**src/rtl/ahb_clac_mst_if.sv**
```systemverilog
// Bundle of the command/response handshake and the AHB-Lite master bus
// signals for ahb_clac_mst. The master modport is the DUT view; the slave
// modport is the view of whatever drives commands and models the AHB slave.
interface ahb_clac_mst_if;
    // Command side
    logic        cmd_valid;
    logic        cmd_ready;
    logic        cmd_write;
    logic [31:0] cmd_addr;
    logic [31:0] cmd_wdata;

    // Response side
    logic        rsp_valid;
    logic [31:0] rsp_rdata;
    logic        rsp_err;

    // AHB-Lite bus
    logic        hsel;
    logic        hwrite;
    logic [31:0] haddr;
    logic [31:0] hwdata;
    logic [1:0]  htrans;
    logic [2:0]  hsize;
    logic [2:0]  hburst;
    logic        hready;
    logic        hready_resp;
    logic [1:0]  hresp;
    logic [31:0] hrdata;

    modport master (
        input  cmd_valid, cmd_write, cmd_addr, cmd_wdata,
        input  hready_resp, hresp, hrdata,
        output cmd_ready,
        output rsp_valid, rsp_rdata, rsp_err,
        output hsel, hwrite, haddr, hwdata, htrans, hsize, hburst, hready
    );

    modport slave (
        output cmd_valid, cmd_write, cmd_addr, cmd_wdata,
        output hready_resp, hresp, hrdata,
        input  cmd_ready,
        input  rsp_valid, rsp_rdata, rsp_err,
        input  hsel, hwrite, haddr, hwdata, htrans, hsize, hburst, hready
    );
endinterface

```
**src/rtl/ahb_clac_mst.sv**
```systemverilog
// AHB-Lite single-transfer master. Commands enter an address-phase slot (A),
// advance to a data-phase slot (D) when the slave is ready, and retire as a
// one-cycle response pulse. Back-to-back commands pipeline with no IDLE gap.
// A two-cycle ERROR response or a wait-state timeout cancels the pipelined
// address phase; the cancelled command still gets its own (error) response,
// so responses stay one-per-command and in order.
module ahb_clac_mst #(
    parameter int TIMEOUT = 255
) (
    input  logic           hclk,
    input  logic           hreset,
    ahb_clac_mst_if.master bus
);
    localparam int CNT_W = (TIMEOUT < 2) ? 1 : $clog2(TIMEOUT + 1);

    localparam logic [1:0] HTRANS_IDLE   = 2'b00;
    localparam logic [1:0] HTRANS_NONSEQ = 2'b10;
    localparam logic [2:0] HSIZE_WORD    = 3'b010;
    localparam logic [2:0] HBURST_SINGLE = 3'b000;

    localparam logic [CNT_W-1:0] CNT_MAX  = CNT_W'(TIMEOUT);
    localparam logic [CNT_W-1:0] CNT_LAST = CNT_W'(TIMEOUT - 1);

    // Saturating increment for the wait-state counter
    function automatic logic [CNT_W-1:0] sat_inc(input logic [CNT_W-1:0] v);
        return (v == CNT_MAX) ? v : v + CNT_W'(1);
    endfunction

    // Address-phase slot
    logic        a_vld;
    logic        a_write;
    logic [31:0] a_addr;
    logic [31:0] a_wdata;

    // Data-phase slot
    logic        d_vld;
    logic        d_write;
    logic [31:0] hwdata_q;

    // Response register
    logic        rsp_valid_q;
    logic        rsp_err_q;
    logic [31:0] rsp_rdata_q;

    // Error / timeout bookkeeping
    logic [CNT_W-1:0] wait_cnt;
    logic             err_pend;
    logic             cxl_pend;

    logic cmd_ready;
    logic accept;
    logic d_done;
    logic d_wait;
    logic tmo;
    logic err_first;
    logic cxl_issue;
    logic unused_hresp;

    assign cmd_ready = (!a_vld || bus.hready_resp) && !err_pend && !hreset;
    assign accept    = bus.cmd_valid && cmd_ready;

    // D retires normally on any ready edge
    assign d_done    = d_vld && bus.hready_resp;
    assign d_wait    = d_vld && !bus.hready_resp;
    // This edge completes the TIMEOUT-th consecutive wait cycle
    assign tmo       = d_wait && (wait_cnt == CNT_LAST);
    // First cycle of a two-cycle ERROR response; only acted on once
    assign err_first = d_wait && bus.hresp[0] && !err_pend && !tmo;
    // A cancelled command's response goes out once D has emptied, which
    // always places it directly after the aborted/errored D response
    assign cxl_issue = cxl_pend && !d_vld;

    // hresp[1] carries no meaning for AHB-Lite OKAY/ERROR
    assign unused_hresp = bus.hresp[1];

    assign bus.cmd_ready = cmd_ready;
    assign bus.hsel      = a_vld;
    assign bus.htrans    = a_vld ? HTRANS_NONSEQ : HTRANS_IDLE;
    assign bus.haddr     = a_addr;
    assign bus.hwrite    = a_write;
    assign bus.hwdata    = hwdata_q;
    assign bus.hsize     = HSIZE_WORD;
    assign bus.hburst    = HBURST_SINGLE;
    assign bus.hready    = bus.hready_resp;
    assign bus.rsp_valid = rsp_valid_q;
    assign bus.rsp_rdata = rsp_rdata_q;
    assign bus.rsp_err   = rsp_err_q;

    // Slot advance: load A from the command port, move A to D on ready, cancel on error/timeout
    always_ff @(posedge hclk or posedge hreset) begin
        if (hreset) begin
            a_vld    <= 1'b0;
            a_write  <= 1'b0;
            a_addr   <= '0;
            a_wdata  <= '0;
            d_vld    <= 1'b0;
            d_write  <= 1'b0;
            hwdata_q <= '0;
        end else begin
            if (accept && !err_first) begin
                a_write <= bus.cmd_write;
                a_addr  <= bus.cmd_addr;
                a_wdata <= bus.cmd_wdata;
            end

            if (tmo) begin
                // D abandoned; A (if any) is cancelled, a fresh command may still load
                d_vld <= 1'b0;
                a_vld <= accept;
            end else if (err_first) begin
                // Drive IDLE during the second ERROR cycle
                a_vld <= 1'b0;
            end else if (bus.hready_resp) begin
                d_vld   <= a_vld;
                d_write <= a_write;
                if (a_vld && a_write) begin
                    hwdata_q <= a_wdata;
                end
                a_vld <= accept;
            end else if (accept) begin
                a_vld <= 1'b1;
            end
        end
    end

    // Consecutive wait-state counter for the current data phase
    always_ff @(posedge hclk or posedge hreset) begin
        if (hreset) begin
            wait_cnt <= '0;
        end else if (tmo || !d_wait) begin
            wait_cnt <= '0;
        end else begin
            wait_cnt <= sat_inc(wait_cnt);
        end
    end

    // Response pulse: D completion, D abort, or cancelled-A error response
    always_ff @(posedge hclk or posedge hreset) begin
        if (hreset) begin
            rsp_valid_q <= 1'b0;
            rsp_err_q   <= 1'b0;
            rsp_rdata_q <= '0;
        end else begin
            rsp_valid_q <= 1'b0;
            rsp_err_q   <= 1'b0;
            rsp_rdata_q <= '0;
            if (tmo) begin
                rsp_valid_q <= 1'b1;
                rsp_err_q   <= 1'b1;
            end else if (d_done) begin
                rsp_valid_q <= 1'b1;
                rsp_err_q   <= bus.hresp[0];
                rsp_rdata_q <= (d_write || bus.hresp[0]) ? 32'h0 : bus.hrdata;
            end else if (cxl_issue) begin
                rsp_valid_q <= 1'b1;
                rsp_err_q   <= 1'b1;
            end
        end
    end

    // Error-pending and cancelled-command tracking
    always_ff @(posedge hclk or posedge hreset) begin
        if (hreset) begin
            err_pend <= 1'b0;
            cxl_pend <= 1'b0;
        end else if (tmo) begin
            cxl_pend <= cxl_pend || a_vld;
            err_pend <= 1'b0;
        end else if (err_first) begin
            cxl_pend <= a_vld || accept;
            err_pend <= 1'b1;
        end else if (cxl_issue) begin
            cxl_pend <= 1'b0;
            err_pend <= 1'b0;
        end else if (d_done && err_pend && !cxl_pend) begin
            err_pend <= 1'b0;
        end
    end
endmodule

```
**src/flat_wrapper.sv**
```systemverilog
// flat-port wrapper written by rule: the top's interface ports become plain ports
module ahb_clac_mst_flat 
#(
    parameter int TIMEOUT = 255
)
  (hclk, hreset, bus_cmd_valid, bus_cmd_write, bus_cmd_addr, bus_cmd_wdata, bus_hready_resp, bus_hresp, bus_hrdata, bus_cmd_ready, bus_rsp_valid, bus_rsp_rdata, bus_rsp_err, bus_hsel, bus_hwrite, bus_haddr, bus_hwdata, bus_htrans, bus_hsize, bus_hburst, bus_hready);
  ahb_clac_mst_if bus_i ();
  input  logic hclk;
  input  logic hreset;
  input wire logic [$bits(bus_i.cmd_valid)-1:0] bus_cmd_valid;
  input wire logic [$bits(bus_i.cmd_write)-1:0] bus_cmd_write;
  input wire logic [$bits(bus_i.cmd_addr)-1:0] bus_cmd_addr;
  input wire logic [$bits(bus_i.cmd_wdata)-1:0] bus_cmd_wdata;
  input wire logic [$bits(bus_i.hready_resp)-1:0] bus_hready_resp;
  input wire logic [$bits(bus_i.hresp)-1:0] bus_hresp;
  input wire logic [$bits(bus_i.hrdata)-1:0] bus_hrdata;
  output wire logic [$bits(bus_i.cmd_ready)-1:0] bus_cmd_ready;
  output wire logic [$bits(bus_i.rsp_valid)-1:0] bus_rsp_valid;
  output wire logic [$bits(bus_i.rsp_rdata)-1:0] bus_rsp_rdata;
  output wire logic [$bits(bus_i.rsp_err)-1:0] bus_rsp_err;
  output wire logic [$bits(bus_i.hsel)-1:0] bus_hsel;
  output wire logic [$bits(bus_i.hwrite)-1:0] bus_hwrite;
  output wire logic [$bits(bus_i.haddr)-1:0] bus_haddr;
  output wire logic [$bits(bus_i.hwdata)-1:0] bus_hwdata;
  output wire logic [$bits(bus_i.htrans)-1:0] bus_htrans;
  output wire logic [$bits(bus_i.hsize)-1:0] bus_hsize;
  output wire logic [$bits(bus_i.hburst)-1:0] bus_hburst;
  output wire logic [$bits(bus_i.hready)-1:0] bus_hready;
  assign bus_i.cmd_valid = bus_cmd_valid;
  assign bus_i.cmd_write = bus_cmd_write;
  assign bus_i.cmd_addr = bus_cmd_addr;
  assign bus_i.cmd_wdata = bus_cmd_wdata;
  assign bus_i.hready_resp = bus_hready_resp;
  assign bus_i.hresp = bus_hresp;
  assign bus_i.hrdata = bus_hrdata;
  assign bus_cmd_ready = bus_i.cmd_ready;
  assign bus_rsp_valid = bus_i.rsp_valid;
  assign bus_rsp_rdata = bus_i.rsp_rdata;
  assign bus_rsp_err = bus_i.rsp_err;
  assign bus_hsel = bus_i.hsel;
  assign bus_hwrite = bus_i.hwrite;
  assign bus_haddr = bus_i.haddr;
  assign bus_hwdata = bus_i.hwdata;
  assign bus_htrans = bus_i.htrans;
  assign bus_hsize = bus_i.hsize;
  assign bus_hburst = bus_i.hburst;
  assign bus_hready = bus_i.hready;
  ahb_clac_mst #(.TIMEOUT(TIMEOUT)) u_core (.hclk(hclk), .hreset(hreset), .bus(bus_i));
endmodule
```
**config.mk**
```make
export PLATFORM = sky130hd
export DESIGN_NAME = ahb_clac_mst_flat
export DESIGN_NICKNAME = d
export VERILOG_FILES = /design/src/rtl/ahb_clac_mst_if.sv /design/src/rtl/ahb_clac_mst.sv /design/src/flat_wrapper.sv
export SDC_FILE = /design/constraint.sdc
export NUM_CORES = 1
export LEC_CHECK = 0
export BUFFER_PORTS_ARGS = -buffer_cell sky130_fd_sc_hd__buf_2
export CAP_MARGIN = 20
export CELL_PAD_IN_SITES_DETAIL_PLACEMENT = 1
export CELL_PAD_IN_SITES_GLOBAL_PLACEMENT = 2
export CORE_ASPECT_RATIO = 0.5
export CORE_MARGIN = 2
export CORE_UTILIZATION = 32
export CTS_CLUSTER_DIAMETER = 50
export DETAILED_ROUTE_END_ITERATION = 6
export HOLD_SLACK_MARGIN = 0.03
export PLACE_DENSITY = 0.85
export SLEW_MARGIN = 40
export SYNTH_ARGS = -nofsm -noshare
export SYNTH_HDL_FRONTEND = slang
export SYNTH_SLANG_ARGS = --single-unit
```
**constraint.sdc**
```tcl
create_clock -name hclk -period 6.7 [get_ports hclk]
set_input_delay 1.34 -clock hclk [delete_from_list [all_inputs] [get_ports hclk]]
set_output_delay 1.34 -clock hclk [all_outputs]
set_load 0.02 [all_outputs]
```
; Word level (Yosys, flattened, before mapping)
; Cells that the tools add are included.
[classes]
reduce_logical = 35
bitwise_logic = 2
muxes = 25
eq_ne = 4
addsub = 1
[op_table]
columns = cell, n
row1 = 32-bit two-way mux, 3
row2 = 1-bit two-way mux, 19
row3 = 8-bit == test (second input constant), 2
row4 = 8-bit two-way mux, 2
row5 = 1-bit logical AND, 14
row6 = 1-bit zero test, 9
row7 = 8-bit by 1-bit adder with 8-bit output (second input constant), 1
row8 = 4-bit nonzero test, 2
row9 = 1-bit logical OR, 5
row10 = 2-bit by 1-bit != test with 1-bit output (second input constant), 2
row11 = 4-bit AND reduction, 1
row12 = 3-bit AND reduction, 1
row13 = 3-bit nonzero test, 1
row14 = 2-bit two-way mux, 1
row15 = 1-bit inverter, 2
row16 = 2-bit AND reduction, 1
row17 = 2-bit nonzero test, 1
[word_totals]
input_bits = 103
regBits = 144
wordCells = 80

; Depth between registers and ports, before layout
; Gate-level depths: netlist of run 1.
[depth]
ltp_word = 9
depth_mapped = 8
mapped_depth_nobuf = 5

; Least setup slack after synthesis of run 1
; Ideal clock, no wire load.
[synth_timing]
path_kind = input -> register
from = in hreset
to = reg u_core.cxl_pend
arrival_time_ns = 4.948
path_buffers = 0
slack_ns = 1.669
required_ns = 6.617
stages = 4
cell_sequence = inv_1 -> a21oi_1 -> mux2_2 -> o21ai_0
[synth_between]
elab_chain_cells = 6
[synth_lines]
columns = element, line
row1 = start: declaration, flat_wrapper.sv:9  ; input logic hreset;
row2 = 1-bit zero test, ahb_clac_mst.sv:59  ; assign cmd_ready = (!a_vld || bus.hready_resp) && !err_pend && !hreset;
row3 = 1-bit logical AND, ahb_clac_mst.sv:59
row4 = 1-bit logical AND, ahb_clac_mst.sv:60  ; assign accept = bus.cmd_valid && cmd_ready;
row5 = 1-bit logical OR, ahb_clac_mst.sv:170  ; cxl_pend <= a_vld || accept;
row6 = 1-bit two-way mux, ahb_clac_mst.sv:169  ; end else if (err_first) begin
row7 = 1-bit two-way mux, ahb_clac_mst.sv:166  ; end else if (tmo) begin
row8 = end signal: assignment, ahb_clac_mst.sv:167  ; cxl_pend <= cxl_pend || a_vld;
row9 = end signal: assignment, ahb_clac_mst.sv:170
row10 = end: declaration, ahb_clac_mst.sv:48  ; logic cxl_pend;
; Every way passes these cells.
; A chain may end at the register's enable or synchronous reset.

; Worst setup path in the final report of run 1
[layout_timing]
from = in bus_hready_resp
to = out bus_cmd_ready
[layout_between]
elab_chain_cells = 3
[layout_lines]
columns = element, line
row1 = start: declaration, flat_wrapper.sv:14  ; input wire logic [$bits(bus_i.hready_resp)-1:0] bus_hready_resp;
row2 = 1-bit logical OR, ahb_clac_mst.sv:59
row3 = 1-bit logical AND (2 in a row), ahb_clac_mst.sv:59
row4 = end: declaration, flat_wrapper.sv:17  ; output wire logic [$bits(bus_i.cmd_ready)-1:0] bus_cmd_ready;
; Every way passes these cells.

==> results of run 1 <==
sequential cells by signal, summed over array words and instances (netlist names), 8 cells and up:
name                  cells
u_core.a_wdata           32
u_core.bus.haddr         32
u_core.wait_cnt           8
u_core.bus.hwdata        32
u_core.bus.rsp_rdata     32
metrics by stage:
| step | hold WS [ns] | power [mW] | cell area (um^2) |
|---|---|---|---|
| final | 0.501 | 3.49 | 7540 |
| after global routing | 0.518 | 3.69 | 7540 |
| after CTS | 0.507 | 3.55 | 7540 |
| after detailed placement | 0.490 | 2.50 | 6900 |
| after global placement | 0.480 | 2.44 | 6880 |
| after floorplan | 0.475 | 2.12 | 5710 |
logic make-up (layout without fill, tap and decap cells):
kind of cell,after synthesis,count (layout),synth area share
flops,144,144,0.634
buf+inv,31,244,0.0356
mux,100,100,0.231
other cells,2,7,0.00132
xor+xnor,2,2,0.00308
compound gates,18,18,0.0202
fa+ha+maj,2,2,0.00440
simple gates,67,67,0.0711
worst max-delay path by stage:
stage	from	to	slack [ns]	cells past startpoint
after floorplan	hreset	u_core.a_wdata[0]	1.47	1
after detailed placement	bus_hready_resp	bus_cmd_ready	3.35	4
final	bus_hready_resp	bus_cmd_ready	3.36	4
after global placement	bus_hready_resp	u_core.a_wdata[25]	3.21	6
after global routing	bus_hready_resp	bus_cmd_ready	3.22	4
after CTS	bus_hready_resp	bus_cmd_ready	3.35	4
layer usage:
metal	up-vias	wire length [um]	part of all wire
met3	13	560	0.042
met5	-	0	0
met1	1838	5610	0.42
met4	0	208	0.016
li1	1644	-	-
met2	85	6960	0.52
cell type report:
cell class,instances,share of cell area
inverters,5,0.00315
multi-input cells,196,0.255
well taps,234,0.0388
clock inverters,13,0.0267
repair buffers,207,0.139
flip-flops and latches,144,0.478
clock buffers,19,0.0587
cells in the final DEF, fill, tap and decap left out, types with 3 or more instances in the layout:
cell and n:
buf_2 204, mux2_2 49, conb_1 7, bufinv_16 4, nor3_1 4, mux2_4 50, and3_1 3, clkbuf_16 17
inv_1 4, clkinv_4 5, nand2_1 6, o21ai_0 4, inv_6 4, and2_1 32, dfrtp_1 144, nor2_1 7
a21oi_1 4
power by group through the flow:
| stage | sequential, mW | clock [mW] | combinational [mW] |
|---|---|---|---|
| final | 1.36 | 1.03 | 1.10 |
| after global routing | 1.42 | 1.10 | 1.17 |
| after CTS | 1.37 | 1.06 | 1.12 |
| after detailed placement | 1.38 | 0 | 1.12 |
| after global placement | 1.35 | 0 | 1.09 |
| after floorplan | 1.61 | 0 | 0.509 |
worst register-to-register path, cell delays in order, from the launching register on:
cell     delay [ns]
dfrtp_1        0.45
and4_4         0.22
and4_1         0.29
o21ai_4        0.18
buf_6          0.65
mux2_2         0.44
==> run metrics, run 1 <==
NetSw 1.12 mW; grt peak-use layer met2; postcts setup bufs 0; gpl congestion 0.752; Top FF cell, synth dfrtp_1; initial antenna violation count 0; switching fraction of total power 0.321; gr ovfl total 0; Worst R2R End u_core.a_wdata[21]; Multi-input gate area 1930 um^2; Critical Path Max Stage Delay 0.21 ns; CTS Sinks 144; Final ANT Viol Nets 0; largest net degree at the start of global routing just under 80; Via density about 4.4; top-count cell post-synth dfrtp_1; critical path startpoint category input port; n_diodes 0; Port Buf Inserts 204; area leader, netlist dfrtp_1; most numerous cell on the critical path buf_2; synth top area cells dfrtp_1 (63%), mux2_4 (13%), mux2_2 (9.7%); worst slack, placed about 3.4 ns; Core Region around 17000 um^2; Worst Reg-to-Reg Cells 5; via count 3580; clk_skew ~0.013 ns; Syn Std Cell Area 5690 um^2; Critical Path RT 5.36 ns; Routed WL 13300 um; Synth-to-Final Area Change 32.6%; critical path cell sequence buf_2, nor2b_1, nor3_1, buf_2; Max IR drop VDD 197 uV; GRT Total Usage 0.148; Max-cap violations 0; height of the die just under 100 um; CP max stage cell buf_2; CTS buffer count 17; Clock transition at path regs 0.06 ns; grt met1 use 0.177; met2 Use GR 0.259; initial core utilization 0.327; Clock power frac 0.294; Async SR Flop Fraction 1.00; post-route worst setup slack 3.36 ns; number of global-route vias before repair 4106; fraction of layout cells with a size suffix above 1 0.589; achievable clock frequency approximately 0.30 GHz; CTS tree done; RSZ-0062 raised after global routing no; Pleak 3.92 nW; setup_tns 0 ns; worst setup path class input port to output port; Seq cells post-synth 144; Final Max Slew Viols 0; DRC 0; clk root buf clkbuf_16; Die W 193 um; first-pass GRT wire length 21600 um; CTS H-tree lvls 4; register area 3600 um^2; count of hold buffers inserted by post-cts repair 0; worst slew pin tran 0.827 ns; Hold Crit Class register to register; crit path DAT about 2 ns; met3 usage 0.0367; outcome finished clean; final std cells w/o fill 818; Hold Path Cell Cnt 1; HPWL Detailed between 9000 and 10000 um; # rows 34; Synth top area share 0.634; synthesized instance count 366; DR iter-0 viols 75; reg2reg setup slack 4.35 ns; synth cell count leaders dfrtp_1 (144), mux2_4 (50), mux2_2 (49), and2_1 (32), buf_4 (10); Worst-Skew Late Latency just over 0.4 ns; Slew headroom 0.449; die area 18900 um^2; # nets final about 680; DR WL/cell approximately 16 um; drt pass-1 iters 4; final core utilization 0.433; Resize count post-CTS 0; end of the worst hold path u_core.bus.hwdata[31]; post-synth cell types 39; CP endpoint kind output port; Hold Crit Start u_core.bus.hwdata[31]; Filler cells 1852; CP top delay family buffers and inverters; Placed Cells 786; YS warnings 0; sequential share of power 0.391; Gate power share 0.315; syn avg cell area 15.5 um^2; post-synthesis sequential area ratio 0.634; crit path max fanout 11; Internal 2.37 mW; Critical R2R Launch u_core.wait_cnt[4]; Bufs and invs on worst path 2; number of synthesized flops with an enable pin 0; Top Ports 213; power per cell area 463 nW/um^2; Fin. Hold Viols 0; Final setup violation count 0; final period demand of the worst path ~3.3 ns; worst-case clock buffer depth 2; Tcrit/Tclk final 0.499
(Power assumes the default switching activity.)
==> inputs of run 2 (changes only) <==
Clock period 6.7 ns to 3.4 ns, I/O delays scaled along.
==> run 2 against run 1 <==
Global-route usage is 0.17 points lower. Final area grew 1.3%. Non-clock buffer count increased by 6. Clock skew decreased by 0.0038 ns. Critical path depth is 1 higher. Die area unchanged. Worst setup slack got worse by 2.3 ns. Sequential power up 99%. Largest cell class unchanged.
==> run metrics, run 2 (synthesis results as in run 1) <==
count of hold buffers inserted by post-cts repair 0 (unchanged); Max IR drop VDD 413 uV (+110%); clk root buf clkbuf_16; Gate power share 0.318 (+0.003); Fin. Hold Viols 0 (unchanged); worst slew pin tran 0.715 ns (-0.112 ns); Port Buf Inserts 204 (unchanged); CTS tree done; HPWL Detailed 9510 um (+2.6%); Die W 193 um (unchanged); Core Region 17400 um^2 (unchanged); setup_tns 0 ns (unchanged); reg2reg setup slack 1.06 ns (-3.29 ns); power per cell area 907 nW/um^2 (+96%); leading cell type in the layout, fill and taps excluded buf_2; Final Max Slew Viols 0 (unchanged); NetSw 2.19 mW (+96%); Clock power frac 0.293 (about the same); CP endpoint kind register; drt pass-1 iters 3 (-1); postcts setup bufs 0 (unchanged); height of the die 98.3 um (unchanged); critical path startpoint category register; critical path launch point u_core.wait_cnt[4]; worst setup path class register to register; Final setup violation count 0 (unchanged); Resize count post-CTS 0 (unchanged); Tcrit/Tclk final 0.688; # rows 34 (unchanged); gr ovfl total 0 (unchanged); number of global-route vias before repair 3986 (-2.9%); Internal 4.74 mW (+100%); outcome finished clean; Worst R2R End u_core.bus.haddr[24]; Clock transition at path regs 0.06 ns (about the same); first-pass GRT wire length 21300 um (-1.7%); clk_skew 0.00949 ns (-0.00375 ns); crit path max fanout 23 (+12); die area 18900 um^2 (unchanged); Worst Reg-to-Reg Cells 5 (unchanged); Worst Setup EP u_core.bus.haddr[24]; worst-case clock buffer depth 2 (unchanged); DRC 0 (unchanged); Worst-Skew Late Latency 0.41 ns (about the same); Slew headroom 0.522 (+0.0730); Top Ports 213 (unchanged); GRT Total Usage 0.146 (-0.00174); final period demand of the worst path 2.34 ns; Routed WL 13500 um (+1.1%); most frequent cells in the layout buf_2 (204), dfrtp_1 (144), mux2_4 (50); Final ANT Viol Nets 0 (unchanged); fraction of layout cells with a size suffix above 1 0.590 (+0.000789); DR WL/cell 16.3 um (+0.22%); final core utilization 0.439 (+0.00582); CTS buffer count 17 (unchanged); Max-cap violations 0 (unchanged); Critical Path RT 3.69 ns (-1.67 ns); Hold Crit Class input port to asynchronous set/reset pin; sequential share of power 0.389 (-0.002); achievable clock frequency 0.428 GHz; gpl congestion 0.719 (-4.4%); Critical R2R Launch u_core.wait_cnt[4]; Synth-to-Final Area Change 34.4%; Pleak 3.95 nW (+0.91%); crit path DAT 2.63 ns (+0.63 ns); CTS H-tree lvls 4 (unchanged); initial antenna violation count 1 (+1); DR iter-0 viols 97 (+29%); RSZ-0062 raised after global routing no; largest net degree at the start of global routing 145 (+86%); CTS Sinks 144 (unchanged); via count 3634 (+1.5%); # nets final 682 (+0.89%); Via density 4.40 (+0.65%); initial core utilization 0.327 (unchanged); switching fraction of total power 0.316 (-0.00491)
==> run 2: cell count changes in the layout (fill, tap and decap cells not counted), sizes merged <==
cell and change:
buf +6, bufinv +1, clkbuf +1, clkinv -3, clkinvlp +4, diode +1
inv -3
==> run 2: worst min-delay path by stage <==
stage                         startpoint                       to  cells past startpoint
floorplan             u_core.a_wdata[29]    u_core.bus.hwdata[29]                      1
detailed placement  u_core.bus.haddr[26]     u_core.bus.haddr[26]                      1
finish                            hreset    u_core.bus.hwdata[20]                      3
CTS                        bus_hrdata[9]  u_core.bus.rsp_rdata[9]                      2
global route                      hreset    u_core.bus.hwdata[20]                      3
global placement      u_core.a_wdata[25]    u_core.bus.hwdata[25]                      1
==> run 2: final cells by class <==
class                           count  area [um^2]
Fill cell                        1827         9760
Sequential cell                   144         3600
Multi-Input combinational cell    196         1920
Timing Repair Buffer              213         1160
Clock buffer                       20          437
Tap cell                          234          293
Clock inverter                     12          208
Inverter                            5         22.5
Antenna cell                        1         2.50
==> run 2: power by group through the flow <==
| stage | combinational (mW) | sequential [mW] | clock (mW) |
|---|---|---|---|
| floorplan | 1.00 | 3.18 | 0 |
| global placement | 2.17 | 2.67 | 0 |
| detailed placement | 2.23 | 2.72 | 0 |
| CTS | 2.24 | 2.70 | 2.11 |
| global route | 2.34 | 2.78 | 2.18 |
| finish | 2.20 | 2.70 | 2.03 |
==> run 2: critical path: stages, from the launching register on <==
cell	delay [ns]
dfrtp_1	0.44
and4_4	0.22
and4_1	0.30
o21ai_4	0.62
buf_12	0.29
mux2_4	0.32
==> run 2: per-stage QoR <==
stage                     power [mW]  std cells  hold slack [ns]  instance area [um^2]  worst slack, ns
after detailed placement        4.95        791            0.487                  6970            0.757
after floorplan                 4.18        371            0.475                  5710         -0.00117
after global routing            7.31        825            0.413                  7640            0.951
after global placement          4.84        791            0.480                  6970            0.803
final                           6.93        825            0.386                  7640             1.06
after CTS                       7.05        823            0.454                  7610             1.04
==> run 2: routing by layer <==
layer  vias up  wire length, um  global-route usage
li1       1657                -                   -
met1      1867             5610               0.174
met2        92             6940               0.253
met3        18              663              0.0424
met4         0              272              0.0517
met5         -                0                   0
==> inputs of run 3 (changes only) <==
Clock period 3.4 ns to 2.3 ns, I/O delays scaled along.
==> run 3 against run 2 <==
Worst setup slack got worse by 0.77 ns. Count of clock-buffer cells in the layout down 3. Die area did not move. Sequential power increased by 47%. Core utilization down 0.47 points. Clock power grew 33%. Clock skew is 0.0020 ns higher. Maximum frequency grew 16%. Largest cell class unchanged.
==> run metrics, run 3 (synthesis results as in run 1) <==
outcome finished clean; # rows 34 (unchanged); leading cell type in the layout, fill and taps excluded buf_2; fraction of layout cells with a size suffix above 1 0.594 (+0.00440); Top Ports 213 (unchanged); RSZ-0062 raised after global routing no; height of the die 98.3 um (unchanged); gr ovfl total 0 (unchanged); CTS buffer count 17 (unchanged); number of global-route vias before repair 4063 (+1.9%); largest net degree at the start of global routing 145 (unchanged); final period demand of the worst path 2.01 ns (-0.331 ns); worst setup path class register to register; Die W 193 um (unchanged); Final ANT Viol Nets 0 (unchanged); Routed WL 13300 um (-1.1%); count of hold buffers inserted by post-cts repair 0 (unchanged); Max IR drop VDD 618 uV (+50%); post-route worst setup slack 0.292 ns (-0.769 ns); CTS H-tree lvls 4 (unchanged); first-pass GRT wire length 21300 um (+0.16%); postcts setup bufs 0 (unchanged); power per cell area 1310 nW/um^2 (+44%); most frequent cells in the layout buf_2 (204), dfrtp_1 (144), mux2_4 (50); CTS Sinks 144 (unchanged); clk_skew 0.0114 ns (+0.00195 ns); Pleak 3.93 nW (-0.63%); Filler cells 1872 (+2.5%); n_diodes 0 (-1); Via density 4.40 (-0.12%); critical path startpoint category register; Synth-to-Final Area Change 32.9%; Tcrit/Tclk final 0.873 (+0.185); crit path max fanout 35 (+52%); die area 18900 um^2 (unchanged); final core utilization 0.435 (-0.00467); initial core utilization 0.327 (unchanged); Hold Crit Class input port to asynchronous set/reset pin; achievable clock frequency 0.498 GHz (+16%); # nets final 681 (-0.15%); GRT Total Usage 0.148 (+0.00163); HPWL Detailed 9420 um (-1.0%); Pwr Total 9.89 mW (+43%); worst slack, placed 0.267 ns (-0.490 ns); initial antenna violation count 0 (-1); Final Max Slew Viols 0 (unchanged); CTS tree done; DRC 0 (unchanged); crit path DAT 2.31 ns (-0.32 ns); drt pass-1 iters 4 (+1); final std cells w/o fill 823 (-0.24%); Core Region 17400 um^2 (unchanged); Port Buf Inserts 204 (unchanged); Final setup violation count 0 (unchanged); clk root buf clkbuf_16; CP endpoint kind register; Critical Path RT 2.60 ns (-1.09 ns); gpl congestion 0.726 (+1.1%); via count 3621 (-0.36%); Worst-Skew Late Latency 0.42 ns (about the same); DR WL/cell 16.2 um (-0.85%); Placed Cells 790 (-0.13%); Resize count post-CTS 0 (unchanged); Max-cap violations 0 (unchanged); Clock transition at path regs 0.07 ns (about the same); Fin. Hold Viols 0 (unchanged); DR iter-0 viols 97 (unchanged); worst-case clock buffer depth 2 (unchanged)
-- run 3: cell types whose count changed in the layout (fill, tap and decap cells not counted), moves of 2 or more --
cell,delta
bufinv_16,-4
clkbuf_1,-3
clkinv_2,+2
inv_6,+4
inv_8,+2
-- run 3: path summary, 6_finish.rpt --
kind	end	cells past startpoint	slack, ns	start
max in group asynchronous	u_core.bus.haddr[27]	4	1.42	hreset
hold reg to reg	u_core.bus.haddr[20]	1	0.50	u_core.bus.haddr[20]
setup reg to reg	u_core.bus.haddr[31]	5	0.29	u_core.wait_cnt[4]
min in group hclk	u_core.bus.rsp_rdata[15]	2	0.24	bus_hrdata[15]
setup / recovery	u_core.bus.haddr[31]	5	0.29	u_core.wait_cnt[4]
hold / removal	u_core.bus.hsel	3	0.17	hreset
-- run 3: power by group --
part           internal (mW)  switching (mW)
registers               3.47           0.499
clock network           1.52            1.17
logic                   1.60            1.64
total                   6.59            3.30
-- run 3: routing by layer --
metal | vias to the layer above | share of wire | track usage
li1 | 1663 | - | -
met1 | 1850 | 0.41 | 0.172
met2 | 91 | 0.52 | 0.256
met3 | 17 | 0.054 | 0.0417
met4 | 0 | 0.019 | 0.0652
met5 | - | 0 | 0
-- run 3: cell type report --
class                      instances  area [um^2]  area share
tap                              234          293      0.0387
sequential                       144         3600       0.477
clock inverter                    15          148      0.0195
timing repair buffer             212         1150       0.152
clock buffer                      17          425      0.0563
multi-input combinational        196         1920       0.254
inverter                           5         22.5     0.00298
-- run 3: critical path, stage by stage (launching register included) --
cell and delay [ns]:
dfrtp_1 0.45, and4_4 0.22, and4_1 0.30, o21ai_4 0.25
buf_12 0.28, mux2_2 0.37
-- run 3: metrics by stage --
step                setup TNS, ns  hold slack (ns)  cell area, um^2
floorplan                  -0.881            0.475             5710
global placement                0            0.480             6960
detailed placement              0            0.489             6960
CTS                             0            0.220             7530
global route                    0            0.193             7560
finish                          0            0.168             7560
